## src/rtl/game_report_tx.sv

```systemverilog
// game_report_tx: status reporter for the card game over the Bluetooth UART link.
// A trigger (explicit request or a change of game state) snapshots the game
// controller's state and sends it as a fixed frame on tx_pin (8N1, LSB first).
// Optional feature macro: REPORT_CHECKSUM_EN appends an XOR checksum byte (7-byte
// frame). Without it the frame is 6 bytes and there is no checksum logic.
module game_report_tx #(
  parameter int CLK_FRE   = 25,    // clock frequency in MHz
  parameter int BAUD_RATE = 9600   // line rate in bit/s
) (
  input  logic        clk,
  input  logic        rst_n,
  input  logic        send_req,
  input  logic [1:0]  state,
  input  logic [3:0]  card_select,
  input  logic [15:0] card_find,
  input  logic [11:0] left_time,
  output logic        tx_pin,
  output logic        busy,
  output logic        frame_done
);

  localparam int CYCLE = CLK_FRE * 1000000 / BAUD_RATE;
  localparam int CNT_W = (CYCLE > 1) ? $clog2(CYCLE) : 1;
  localparam logic [CNT_W-1:0] CNT_LAST = CNT_W'(CYCLE - 1);
  // Count value one cycle before the final cycle of a bit (only used when CYCLE > 1)
  localparam logic [CNT_W-1:0] CNT_PRE  = CNT_W'((CYCLE > 1) ? CYCLE - 2 : 0);

`ifdef REPORT_CHECKSUM_EN
  localparam int N_BYTES = 7;
`else
  localparam int N_BYTES = 6;
`endif
  localparam logic [2:0] LAST_BYTE = 3'(N_BYTES - 1);

  typedef enum logic [1:0] {
    S_IDLE,
    S_START,
    S_DATA,
    S_STOP
  } fsm_t;

  fsm_t             fsm_reg;
  logic [CNT_W-1:0] cnt_reg;
  logic [2:0]       bit_idx_reg;
  logic [2:0]       byte_idx_reg;
  logic             pending_reg;
  logic [1:0]       prev_state_reg;
  logic             tx_reg;
  logic             busy_reg;
  logic             done_reg;

  logic [1:0]       snap_state_reg;
  logic [3:0]       snap_sel_reg;
  logic [15:0]      snap_find_reg;
  logic [11:0]      snap_time_reg;

  logic             trig;
  logic             cnt_end;
  logic             last_byte;
  logic             start_frame;
  logic             done_next;
  logic [7:0]       cur_byte;
  logic [7:0]       frame_byte [N_BYTES];

  assign trig      = send_req | (state != prev_state_reg);
  assign cnt_end   = (cnt_reg == CNT_LAST);
  assign last_byte = (byte_idx_reg == LAST_BYTE);

  // A new frame begins either from idle or straight after the last stop bit
  // when a trigger is waiting (or arrives on that very edge).
  assign start_frame = ((fsm_reg == S_IDLE) && trig) ||
                       ((fsm_reg == S_STOP) && cnt_end && last_byte && (pending_reg || trig));

  // Frame layout, built from the snapshot so mid-frame input changes are ignored
  assign frame_byte[0] = 8'hA5;
  assign frame_byte[1] = {2'b00, snap_state_reg, snap_sel_reg};
  assign frame_byte[2] = snap_find_reg[15:8];
  assign frame_byte[3] = snap_find_reg[7:0];
  assign frame_byte[4] = {4'h0, snap_time_reg[11:8]};
  assign frame_byte[5] = snap_time_reg[7:0];

`ifdef REPORT_CHECKSUM_EN
  // XOR of payload bytes B1..B5, accumulated as a chain
  logic [7:0] chk_acc [6];
  assign chk_acc[0] = 8'h00;
  generate
    for (genvar gi = 1; gi < 6; gi++) begin : g_chk
      assign chk_acc[gi] = chk_acc[gi-1] ^ frame_byte[gi];
    end
  endgenerate
  assign frame_byte[6] = chk_acc[5];
`endif

  assign cur_byte = frame_byte[byte_idx_reg];

  // frame_done is registered, so it is raised on the edge that enters the final
  // cycle of the last stop bit.
  generate
    if (CYCLE > 1) begin : g_done_multi
      assign done_next = (fsm_reg == S_STOP) && last_byte && (cnt_reg == CNT_PRE);
    end else begin : g_done_single
      assign done_next = (fsm_reg == S_DATA) && last_byte && (bit_idx_reg == 3'd7);
    end
  endgenerate

  // Capture the game inputs whenever a frame starts
  always_ff @(posedge clk) begin
    if (!rst_n) begin
      snap_state_reg <= '0;
      snap_sel_reg   <= '0;
      snap_find_reg  <= '0;
      snap_time_reg  <= '0;
    end else if (start_frame) begin
      snap_state_reg <= state;
      snap_sel_reg   <= card_select;
      snap_find_reg  <= card_find;
      snap_time_reg  <= left_time;
    end
  end

  // Bit/byte FSM with baud counter, pending-request flag and registered line outputs
  always_ff @(posedge clk) begin
    if (!rst_n) begin
      fsm_reg        <= S_IDLE;
      cnt_reg        <= '0;
      bit_idx_reg    <= '0;
      byte_idx_reg   <= '0;
      pending_reg    <= 1'b0;
      prev_state_reg <= '0;
      tx_reg         <= 1'b1;
      busy_reg       <= 1'b0;
      done_reg       <= 1'b0;
    end else begin
      prev_state_reg <= state;
      done_reg       <= done_next;
      // Triggers during a frame collapse into a single pending frame
      if ((fsm_reg != S_IDLE) && trig) begin
        pending_reg <= 1'b1;
      end
      case (fsm_reg)
        S_IDLE: begin
          tx_reg   <= 1'b1;
          busy_reg <= 1'b0;
          if (trig) begin
            fsm_reg      <= S_START;
            cnt_reg      <= '0;
            byte_idx_reg <= '0;
            tx_reg       <= 1'b0;
            busy_reg     <= 1'b1;
          end
        end
        S_START: begin
          if (cnt_end) begin
            cnt_reg     <= '0;
            bit_idx_reg <= '0;
            fsm_reg     <= S_DATA;
            tx_reg      <= cur_byte[0];
          end else begin
            cnt_reg <= cnt_reg + CNT_W'(1);
          end
        end
        S_DATA: begin
          if (cnt_end) begin
            cnt_reg <= '0;
            if (bit_idx_reg == 3'd7) begin
              fsm_reg <= S_STOP;
              tx_reg  <= 1'b1;
            end else begin
              bit_idx_reg <= bit_idx_reg + 3'd1;
              tx_reg      <= cur_byte[bit_idx_reg + 3'd1];
            end
          end else begin
            cnt_reg <= cnt_reg + CNT_W'(1);
          end
        end
        S_STOP: begin
          if (cnt_end) begin
            cnt_reg <= '0;
            if (!last_byte) begin
              byte_idx_reg <= byte_idx_reg + 3'd1;
              fsm_reg      <= S_START;
              tx_reg       <= 1'b0;
            end else if (pending_reg || trig) begin
              // Back-to-back frame: no idle gap, busy stays high
              pending_reg  <= 1'b0;
              byte_idx_reg <= '0;
              fsm_reg      <= S_START;
              tx_reg       <= 1'b0;
            end else begin
              pending_reg <= 1'b0;
              fsm_reg     <= S_IDLE;
              tx_reg      <= 1'b1;
              busy_reg    <= 1'b0;
            end
          end else begin
            cnt_reg <= cnt_reg + CNT_W'(1);
          end
        end
        default: begin
          fsm_reg  <= S_IDLE;
          tx_reg   <= 1'b1;
          busy_reg <= 1'b0;
        end
      endcase
    end
  end

  assign tx_pin     = tx_reg;
  assign busy       = busy_reg;
  assign frame_done = done_reg;

endmodule

```

## config.mk

```make
export PLATFORM = sky130hd
export DESIGN_NAME = game_report_tx
export DESIGN_NICKNAME = d
export VERILOG_FILES = /design/src/rtl/game_report_tx.sv
export SDC_FILE = /design/constraint.sdc
export NUM_CORES = 1
export LEC_CHECK = 0
export BUFFER_PORTS_ARGS = -buffer_cell sky130_fd_sc_hd__buf_2
export CORE_MARGIN = 10
export CORE_UTILIZATION = 40
export DETAILED_ROUTE_END_ITERATION = 7
export MAX_ROUTING_LAYER = met4
export PLACE_DENSITY = 0.57
export SYNTH_ARGS = -nofsm -noshare
export SYNTH_HDL_FRONTEND = slang
export SYNTH_SLANG_ARGS = --single-unit
```

## constraint.sdc

```tcl
create_clock -name clk -period 1.9 [get_ports clk]
set_input_delay 0.285 -clock clk [delete_from_list [all_inputs] [get_ports clk]]
set_output_delay 0.285 -clock clk [all_outputs]
set_load 0.1 [all_outputs]
```

Word-level counts from Yosys, hierarchy flattened --
Cells that the tools add are included.
Word-level totals: logic and storage cells 98, flip-flop bits (word level) 60, output and inout bits 3
Cells by class: reductions and logical operators 19, bitwise gates (word level) 2, magnitude comparators 2, add/sub/neg operators 3, equal/unequal tests 17, mux-type cells 42
Operators with widths (count):
- binary-select mux 8 bit (select 3 bit) | 1
- == test 12 bit (second input constant) | 2
- two-way mux 12 bit | 2
- case mux 12 bit (2 select lines) | 1
- two-way mux 3 bit | 7
- two-way mux 1 bit | 18
- two-way mux 8 bit | 2
- != test 2 bit (second input constant) | 8
- adder 12 x 1 -> 12 bit (second input constant) | 1
- case mux 3 bit (2 select lines) | 2
- AND reduction 4 bit | 3
- two-way mux 2 bit | 5
- case mux 2 bit (4 select lines) | 1
- logical AND 1 bit | 7
- adder 3 x 1 -> 3 bit (second input constant) | 2
- == test 3 bit (second input constant) | 2
- nonzero test 2 bit | 3
- AND reduction 5 bit | 1
- == test 2 bit (second input constant) | 2
- greater-or-equal comparator 4 bit (second input constant) | 1
- < comparator 3 x 4 -> 1 bit (second input constant) | 1
- NOT 3 -> 4 bit | 1
- case mux 1 bit (4 select lines) | 1
- binary-select mux 1 bit (select 3 bit) | 1
- 9 further kinds | 10

Longest topological paths before layout --
Gate-level depths: netlist (run 1).
depth after elaboration 9, depth in mapped cells 9

Worst setup path before layout (run 1) --
OpenSTA, ideal clock, no wires.
path type register -> register, from register fsm_reg[0], to register cnt_reg[11], data arrival time 1.844 ns, stages on the path, launching flop included 10, path slack -0.061 ns, data required time 1.783 ns, clock period less this slack 1.961 ns, cells stage by stage dfxtp_1 -> inv_1 -> ha_1 -> inv_1 -> or4_1 -> buf_6 -> and3_4 -> or3b_1 -> xor2_1 -> nor2_1
On the way: longest elaborated chain between the ends 3, elaborated cells on any way between the ends 7, those cells by class eq/ne: 4; mux: 1; reduce/logical: 2
RTL lines:
- start: declaration | RTL line 42 | fsm_t fsm_reg;
- start signal: assignment | RTL line 124 | fsm_reg <= S_IDLE;
- start signal: assignment | RTL line 145 | fsm_reg <= S_START;
- start signal: assignment | RTL line 156 | fsm_reg <= S_DATA;
- == test 2 bit or == test 2 x 1 -> 1 bit (tied branches) | RTL line 140 | case (fsm_reg)
- OR reduction 3 bit (no source line)
- case mux 12 bit (2 select lines) | RTL line 140
- end signal: assignment | RTL line 159 | cnt_reg <= cnt_reg + CNT_W'(1);
- end signal: assignment | RTL line 173 | cnt_reg <= cnt_reg + CNT_W'(1);
- end signal: assignment | RTL line 196 | cnt_reg <= cnt_reg + CNT_W'(1);
- end: declaration | RTL line 43 | logic [CNT_W-1:0] cnt_reg;
Several ways; a longest one is shown, not always the timed one. A chain may end at the register's enable or synchronous reset.

Worst setup path in the final report (run 1) --
from register byte_idx_reg[1], to register tx_reg, in the netlist tx_pin
On the way: longest elaborated chain between the ends 9, elaborated cells on any way between the ends 13, those cells by class eq/ne: 1; mux: 11; bitwise: 1
RTL lines:
- start: declaration | RTL line 45 | logic [2:0] byte_idx_reg;
- start signal: assignment | RTL line 180 | byte_idx_reg <= byte_idx_reg + 3'd1;
- NOT 3 -> 4 bit (not written as such) | RTL line 94 | assign cur_byte = frame_byte[byte_idx_reg];
- binary-select mux 8 bit (select 3 bit) | RTL line 94
- two-way mux 8 bit (not written as such) (2 in a row) | RTL line 94
- binary-select mux 1 bit (select 3 bit) | RTL line 170 | tx_reg <= cur_byte[bit_idx_reg + 3'd1];
- two-way mux 1 bit (not written as such) | RTL line 170
- two-way mux 1 bit | RTL line 165 | if (bit_idx_reg == 3'd7) begin
- two-way mux 1 bit | RTL line 163 | if (cnt_end) begin
- case mux 1 bit (4 select lines) (*) | RTL line 140
- end signal: assignment | RTL line 157 | tx_reg <= cur_byte[0];
- end signal: assignment | RTL line 170
- end: declaration | RTL line 48 | logic tx_reg;
Mark *: on every way between the ends. The rest lies on a longest branch, timed or not. The select of a mux whose other input is x is not followed.

==> flow_metrics.py, run 1 <==
metrics = {
    "routing": {
        "detail-route-antenna-nets": 0,
        "drc": 0,
        "viasPerCell": 5.02,
        "routedWlPerCell_um": 14.4,
        "drt_wl_total_um": 7830,
        "vias": 2731,
        "drtPass1Iterations": 4,
        "drtIter0Drc": 130,
    },
    "clocking": {
        "h-tree-depth": 3,
        "clk_pin_slew_ps": 70,
        "cts_buffers": 9,
        "root_buffer": "clkbuf_8",
        "cts_tree": "yes",
        "clk_path_buf_depth": 2,
        "worstSkewPairLatency_ps": 340,
        "clock_sinks": 60,
    },
    "logic_synthesis": {
        "netlist_instances": 365,
        "yosysWarnings": 0,
        "synth.distinct_cells": 59,
        "synth_top_family_by_area": "simple AND/OR/NAND/NOR gates",
        "synth.avg_cell_area_um2": 8.52,
        "synthSimpleGateAreaFrac_pct": 25.4,
        "ys_seq_elements": 60,
        "ys.flop_type": "dfxtp_1",
        "synthXorXnorAreaFrac_pct": 3.58,
        "synth_fp_nets": 411,
        "synth_compound_area_share_pct": 19.2,
        "synth_area_um2": 3110,
        "async_flop_share_pct": 0,
        "ys_seq_area_share_pct": 38.6,
        "synth_edf_count": 0,
        "synthAdderAreaFrac_pct": 3.62,
        "muxShareOfSynthArea_pct": 4.14,
    },
    "global_route": {
        "grt.overflow.total": 0,
        "grt_pass1_wl_um": 12600,
        "grt_max_degree": 35,
        "grt.total_usage_pct": 13.7,
        "antenna_found_initial": 0,
        "grt_pass1_vias": 2685,
    },
    "worst_setup_path": {
        "cp_max_fo": 7,
        "cpMaxStageDelayCell": "dfxtp_2",
        "cpPeakStageDelay_ps": 410,
        "path_buf_inv": 2,
        "timing.rr.start": "byte_idx_reg[1]$_SDFFE_PN0P_",
        "crit_type": "reg -> reg",
        "cp-startpoint": "byte_idx_reg[1]$_SDFFE_PN0P_",
        "end_kind": "register",
        "reg2reg_depth": 8,
        "crit_path_start_kind": "register",
        "cp.arrival_ps": 2030,
        "cp.depth": 8,
        "reg2reg_slack_ps": 90,
        "crit_family": "compound AO/OA/AOI/OAI gates",
        "crit_chain": "buf_4 -> nor2b_1 -> a221oi_2 -> a21oi_1 -> buf_4 -> o2111ai_1 -> o2bb2ai_1 -> a21oi_1",
        "worstPathRequired_ps": 2120,
        "r2r_end": "tx_pin$_SDFFE_PN1P_",
    },
    "min_path": {
        "worstHoldPathCells": 3,
        "holdPathEnd": "snap_find_reg[5]$_SDFFE_PN0P_",
        "hp-start": "card_find[5]",
        "min_path_type": "in -> reg",
    },
    "final_layout": {
        "largest_register_ffs": 16,
        "fillerInstances": 731,
        "fin_util_pct": 51.9,
        "drive_above_1_share_pct": 29.0,
        "final_cell_mix": "85 x nand2_1, 58 x dfxtp_1, 39 x buf_2",
        "area_delta_synth_final_pct": 27.8,
        "seq_area_um2": 1200,
        "n_antenna_cell": 0,
        "layout.nets": 483,
        "final_common_cell": "nand2_1",
        "multi_input_area_um2": 1810,
    },
    "placed_design": {
        "io_buffers": 39,
        "hpwl_um": 5380,
        "place.gp.congestion": 0.825,
    },
    "run": {
        "maxCapViolations": 0,
    },
    "sta": {
        "setup_violations": 0,
        "hold_viol_final": 0,
        "clock.fmax_mhz": 552,
        "worst_pin_slew_ps": 501,
        "holdWs_ps": 181,
        "fin_crit_ps": 1810,
        "report.final.slew_viol_count": 0,
        "relSlewSlack_pct": 66.8,
        "min_period_over_period_pct": 95.4,
        "skew_ps": 10.8,
    },
    "die": {
        "fp-row-count": 32,
        "die_area_um2": 11700,
        "die_w_um": 108,
        "die_h_um": 108,
        "io_pins": 40,
        "initial_core_util_pct": 40.7,
        "core_um2": 7650,
    },
    "outcome": {
        "run_status": "completed",
    },
    "power": {
        "p_per_area_nw_per_um2": 1250,
        "p_leak_nw": 1.62,
        "vdd_drop_max_v": 0.000521,
    },
}
what timing repair did:
action,in CTS,in global routing
buffers inserted,0,5
pin swaps,0,7
gates resized for setup,1,14
hold buffers,0,0
cloned,0,2
endpoints found under the hold margin,0,0
setup endpoints to repair,1,38
where the power goes:
part           total [mW]  internal [mW]  switching (mW)
Sequential           1.66           1.52           0.145
Combinational        2.04          0.887            1.15
Clock                1.28          0.773           0.503
Total                4.97           3.18            1.80
kinds of logic after synthesis:
family                   count (synthesis)
flip-flops                              60
adder cells (fa/ha/maj)                  9
buffers and inverters                   32
AND/OR/NAND/NOR                        159
XOR/XNOR                                11
multiplexers                            11
AO/OA/AOI/OAI                           83
metal layers:
layer / vias up / global-route usage [%] / routed length (um)
met5: - / - / 0
met3: 8 / 4.46 / 312
met2: 44 / 20.7 / 3630
li1: 1405 / - / -
met1: 1274 / 17.0 / 3810
met4: 0 / 4.01 / 72
cells in the mapped netlist, drive strengths merged, types with 6 or more instances:
master / number / share of area, %
clkbuf: 8 / 0.97
ha: 9 / 3.6
nor3: 6 / 1.3
buf: 12 / 3.1
a21boi: 37 / 8.9
a21oi: 12 / 1.9
o21ai: 11 / 1.8
xor2: 9 / 3.0
nand2: 87 / 11
nor2b: 6 / 1.2
dfxtp: 60 / 39
inv: 12 / 1.4
nor2: 23 / 2.8
nand3: 7 / 1.1
nand4: 7 / 1.9
how the worst max path moves through the flow:
stage | end | slack, ps
2_1_floorplan | cnt_reg[11]$_SDFFE_PN0N_ | 9
3_3_place_gp | cnt_reg[11]$_SDFFE_PN0N_ | 20
3_5_place_dp | cnt_reg[10]$_SDFFE_PN0N_ | -3
4_1_cts | tx_pin$_SDFFE_PN1P_ | 10
5_1_grt | tx_pin$_SDFFE_PN1P_ | -30
6_report | tx_pin$_SDFFE_PN1P_ | 90
per-stage QoR:
step	power, mW	worst slack, ps	TNS (ps)	cells	cell area (um2)
after CTS	4.84	10.3	0	537	3850
after floorplan	3.01	9.49	0	365	3120
after global placement	3.52	16.4	0	521	3630
after detailed placement	3.54	-3.28	-3.28	521	3630
final	4.97	87.2	0	544	3970
after global routing	5.30	-30.2	-36.1	544	3970
worst register-to-register path: cells and delay by family, from the launching register on:
family	cells	cell delay [ps]
DFF	1	410
and+or+nand+nor	1	250
buffers and inverters	2	350
AOI/OAI and AO/OA	5	680
cell type report:
class	count	share of cell area [%]
Multi-Input combinational cell	274	45.5
Sequential cell	60	30.3
Timing Repair Buffer	80	14.4
Clock buffer	12	3.65
Tap cell	102	3.21
Clock inverter	4	1.83
Inverter	12	1.13
Note: power is estimated with default switching activity, not from simulation.
==> run 2, diff against run 1 <==
Settings changed: CORE_ASPECT_RATIO from default to 2, CORE_MARGIN 10 to default, CORE_UTILIZATION 40 to 52, PLACE_DENSITY 0.57 to 0.72.
==> run 2 against run 1 <==
The flow now finishes with violations (DRC). Die area fell by 46%. Sequential power about the same. Non-clock buffer count is 1 higher.
==> flow_metrics.py, run 2 (synthesis results as in run 1) <==
metrics = {
    "outcome": {
        "run_status": "complete, but fails checks",
        "violations": "DRC",
    },
    "routing": {
        "routedWlPerCell_um": 15.2,
        "drt_wl_total_um": 7590,
        "drtIter0Drc": 93,
        "detail-route-antenna-nets": 0,
        "vias": 2808,
        "drtPass1Iterations": 7,
        "drc": 4,
        "viasPerCell": 5.62,
    },
    "worst_setup_path": {
        "crit_chain": "inv_2 -> ha_4 -> inv_1 -> or4_4 -> buf_6 -> o21ai_0 -> nand2_1 -> a211oi_1",
        "end_kind": "register",
        "timing.rr.start": "fsm_reg[0]$_SDFFE_PN0P_",
        "cpPeakStageDelay_ps": 550,
        "crit_type": "reg -> reg",
        "cpMaxStageDelayCell": "or4_4",
        "cp.arrival_ps": 2060,
        "crit_path_start_kind": "register",
        "cp-startpoint": "fsm_reg[0]$_SDFFE_PN0P_",
        "worstPathRequired_ps": 2120,
        "cp_max_fo": 5,
    },
    "global_route": {
        "grt_max_degree": 35,
        "antenna_found_initial": 0,
        "grt_pass1_wl_um": 12100,
        "grt_pass1_vias": 2854,
        "grt.overflow.total": 0,
        "grt.total_usage_pct": 26.1,
    },
    "clocking": {
        "h-tree-depth": 3,
        "clock_sinks": 60,
        "root_buffer": "clkbuf_16",
        "cts_tree": "yes",
        "cts_hold_buf": 0,
        "clk_pin_slew_ps": 50,
        "cts_buffers": 9,
        "clk_path_buf_depth": 2,
        "worstSkewPairLatency_ps": 330,
    },
    "final_layout": {
        "layout.nets": 483,
        "n_antenna_cell": 0,
        "area_delta_synth_final_pct": 27.4,
        "final_cell_area_um2": 3960,
        "drive_above_1_share_pct": 28.0,
        "final_cell_mix": "86 x nand2_1, 60 x dfxtp_1, 39 x buf_2",
        "largest_register_ffs": 16,
        "final_common_cell": "nand2_1",
    },
    "sta": {
        "worst_pin_slew_ps": 497,
        "report.final.slew_viol_count": 0,
        "fin_crit_ps": 1840,
        "tns_ps": 0,
        "setup_violations": 0,
        "skew_ps": 4.11,
        "fin_ws_ps": 59.9,
        "relSlewSlack_pct": 67.1,
        "clock.fmax_mhz": 543,
        "hold_viol_final": 0,
        "min_period_over_period_pct": 96.8,
        "holdWs_ps": 191,
    },
    "power": {
        "p_per_area_nw_per_um2": 1320,
        "vdd_drop_max_v": 0.000881,
        "p_leak_nw": 1.64,
        "finalPower_mw": 5.24,
    },
    "die": {
        "core_um2": 5760,
        "initial_core_util_pct": 54.0,
        "die_area_um2": 6310,
        "fp-row-count": 39,
        "die_w_um": 56.7,
        "io_pins": 40,
        "die_h_um": 111,
    },
    "min_path": {
        "min_path_type": "in -> reg",
        "hp-start": "left_time[9]",
    },
    "placed_design": {
        "place.gp.congestion": 0.922,
        "hpwl_um": 5420,
        "dp_slack_ps": -23.7,
        "dpl_cell_area_um2": 3580,
        "io_buffers": 39,
    },
    "run": {
        "maxCapViolations": 0,
    },
}
## run 2: changes by cell type in the layout (fill, tap and decap cells not counted), sizes merged
cell,before,now
buf,79,80
clkinv,1,2
clkinvlp,1,0
nand4,8,7
clkbuf,13,11
bufinv,2,1
## run 2: cell type report
| cell class | count | area [um2] |
|---|---|---|
| well taps | 61 | 76.3 |
| clock inverters | 3 | 40.0 |
| clock buffers | 10 | 239 |
| flip-flops and latches | 60 | 1200 |
| multi-input cells | 273 | 1790 |
| inverters | 12 | 45.0 |
| repair buffers | 81 | 573 |
| fillers | 479 | 1800 |
## run 2: final timing paths
kind / end / slack, ps / cells after the start
worst min register to register: snap_find_reg[14]$_SDFFE_PN0P_ / 440 / 2
worst max register to register: cnt_reg[1]$_SDFFE_PN0N_ / 60 / 8
worst max-delay path: cnt_reg[1]$_SDFFE_PN0N_ / 60 / 8
worst min-delay path: snap_time_reg[9]$_SDFFE_PN0P_ / 190 / 3
## run 2: per-stage QoR
stage               utilization (%)  instances
finish                         68.8        500
global route                   68.8        500
detailed placement             62.2        482
global placement               62.2        482
CTS                            67.1        495
floorplan                         -        365
## run 2: critical path: cells and delay by family, from the launching register on
| family | cells | cell delay [ps] |
|---|---|---|
| and+or+nand+nor | 2 | 650 |
| DFF | 1 | 310 |
| AOI/OAI and AO/OA | 2 | 360 |
| buffers and inverters | 3 | 280 |
| adders and majority gates | 1 | 130 |
## run 2: what timing repair did
action                     in CTS  in global routing
resized for setup               1                 11
pin swaps                       0                  8
setup endpoints to repair       3                 21
setup buffers                   0                  4
cloned                          0                  1
## run 2: report_power, final
| group | switching, mW | internal [mW] | total [mW] |
|---|---|---|---|
| Combinational | 1.13 | 0.882 | 2.02 |
| Sequential | 0.143 | 1.52 | 1.66 |
| Clock | 0.538 | 1.02 | 1.56 |
| Total | 1.81 | 3.42 | 5.24 |
## run 2: per-layer routing
metal  track usage, %  wire (um)
met3             6.39        221
met1             21.9       2700
met2             48.7       4370
met4             16.2        290
met5                -          0
==> run 3, diff against run 2 <==
Settings changed: SETUP_SLACK_MARGIN from default to 0.1.
==> run 3 against run 2 <==
The run still ends with DRC left. Maximum frequency down 1.8%. Utilization up 6.2 points. Die area unchanged. Clock power up 7%. Final cell count unchanged. Global-route usage grew 1.5 points. Worst setup slack got worse by 34 ps. Routed wire length up 20%. Count of clock-buffer cells in the layout grew 4. Critical endpoint is now snap_find_reg[14]$_SDFFE_PN0P_.
==> flow_metrics.py, run 3 (synthesis results as in run 1) <==
metrics = {
    "routing": {
        "viasPerCell": 5.92,
        "drtPass1Iterations": 6,
        "detail-route-antenna-nets": 0,
        "vias": 2962,
        "drtIter0Drc": 116,
        "routedWlPerCell_um": 18.2,
        "drt_wl_total_um": 9120,
        "drc": 2,
    },
    "global_route": {
        "grt_max_degree": 35,
        "grt.total_usage_pct": 27.6,
        "grt_pass1_vias": 2969,
        "grtUsageMet2_pct": 49.6,
        "busiest_layer": "met2",
        "use_met3_pct": 4.99,
        "grtUsageMet1_pct": 23.9,
        "grt_pass1_wl_um": 12800,
        "grt.overflow.total": 0,
        "antenna_found_initial": 0,
    },
    "final_layout": {
        "drive_above_1_share_pct": 42.4,
        "fin_util_pct": 75.0,
        "final_cell_mix": "54 x dfxtp_1, 50 x nand2_1, 39 x buf_2",
        "largest_register_ffs": 16,
        "seq_area_um2": 1210,
        "final_common_cell": "dfxtp_1",
        "fillerInstances": 409,
        "multi_input_area_um2": 2070,
        "final_cell_area_um2": 4320,
        "area_delta_synth_final_pct": 38.9,
        "layout.nets": 481,
        "n_antenna_cell": 0,
    },
    "worst_setup_path": {
        "worstPathRequired_ps": 2170,
        "cp-startpoint": "cnt_reg[8]$_SDFFE_PN0N_",
        "endpoint": "snap_find_reg[14]$_SDFFE_PN0P_",
        "cp_max_fo": 8,
        "reg2reg_slack_ps": 30,
        "crit_type": "reg -> reg",
        "end_kind": "register",
        "timing.rr.start": "cnt_reg[8]$_SDFFE_PN0N_",
        "r2r_end": "snap_find_reg[14]$_SDFFE_PN0P_",
        "cp.arrival_ps": 2140,
        "crit_path_start_kind": "register",
        "reg2reg_depth": 7,
    },
    "placed_design": {
        "io_buffers": 39,
        "hpwl_um": 5720,
        "dpl_cell_area_um2": 3510,
        "place.gp.congestion": 0.948,
    },
    "die": {
        "core_um2": 5760,
        "die_area_um2": 6310,
        "die_h_um": 111,
        "die_w_um": 56.7,
        "io_pins": 40,
        "fp-row-count": 39,
        "initial_core_util_pct": 54.0,
    },
    "sta": {
        "fin_crit_ps": 1870,
        "hold_viol_final": 0,
        "clock.fmax_mhz": 534,
        "skew_ps": 3.82,
        "setup_violations": 0,
        "holdWs_ps": 185,
        "relSlewSlack_pct": 67.4,
        "tns_ps": 0,
        "rsz0062_at_grt": "yes",
        "min_period_over_period_pct": 98.6,
        "report.final.slew_viol_count": 0,
        "worst_pin_slew_ps": 492,
    },
    "clocking": {
        "root_buffer": "clkbuf_16",
        "clk_pin_slew_ps": 50,
        "cts_buffers": 9,
        "worstSkewPairLatency_ps": 340,
        "clk_path_buf_depth": 2,
        "cts_tree": "yes",
        "clock_sinks": 60,
        "h-tree-depth": 3,
    },
    "outcome": {
        "violations": "DRC",
        "run_status": "complete, but fails checks",
    },
    "power": {
        "finalPower_mw": 6.10,
        "p_per_area_nw_per_um2": 1410,
        "p_leak_nw": 1.77,
        "vdd_drop_max_v": 0.000881,
    },
    "run": {
        "maxCapViolations": 0,
    },
    "min_path": {
        "min_path_type": "in -> reg",
    },
}
## run 3: changes by cell type in the layout (fill, tap and decap cells not counted), sizes merged
cell / delta
buf: -4
clkbuf: +6
clkinv: -2
## run 3: metrics by stage
step           setup WS (ps)  cells
2_1_floorplan           62.7    365
3_3_place_gp            70.1    473
3_5_place_dp            24.0    473
4_1_cts                 42.8    490
5_1_grt                -21.1    500
6_report                26.1    500
## run 3: how the worst min path moves through the flow
stage	from	endpoint	slack, ps	cells after the start
floorplan	state[0]	prev_state_reg[0]$_SDFF_PN0_	410	1
global placement	snap_find_reg[5]$_SDFFE_PN0P_	snap_find_reg[5]$_SDFFE_PN0P_	430	2
detailed placement	snap_time_reg[10]$_SDFFE_PN0P_	snap_time_reg[10]$_SDFFE_PN0P_	440	2
CTS	left_time[9]	snap_time_reg[9]$_SDFFE_PN0P_	180	3
global route	card_find[0]	snap_find_reg[0]$_SDFFE_PN0P_	200	3
finish	left_time[10]	snap_time_reg[10]$_SDFFE_PN0P_	180	3
## run 3: timing repair
item,CTS,global route
hold buffers,0,0
setup endpoints to repair,10,54
cloned,0,6
pin swaps,4,67
resized for setup,5,106
buffers inserted,2,4
## run 3: final cells by class
| type | instances | share of cell area (%) |
|---|---|---|
| Clock buffer | 14 | 6.35 |
| Clock inverter | 1 | 0.695 |
| Inverter | 12 | 1.16 |
| Multi-Input combinational cell | 273 | 47.9 |
| Sequential cell | 60 | 28.0 |
| Tap cell | 61 | 1.77 |
| Timing Repair Buffer | 79 | 14.1 |
## run 3: critical path, cell delays in order (launching register included)
cell and delay [ps]:
dfxtp_2 330, nor4b_4 380, nand4_4 220, o31ai_4 260, buf_6 210, clkbuf_16 220, nand2_4 50, a21boi_2 120
## run 3: layer usage
layer | part of all wire (%) | wire (um)
met5 | 0 | 0
met4 | 7.3 | 668
met3 | 3.2 | 291
met2 | 57 | 5210
met1 | 32 | 2960
## run 3: where the power goes
group | switching, mW | total [mW] | internal (mW) | leakage [nW]
Clock | 0.552 | 1.67 | 1.11 | 0.149
Combinational | 1.55 | 2.73 | 1.18 | 1.12
Sequential | 0.182 | 1.71 | 1.53 | 0.495
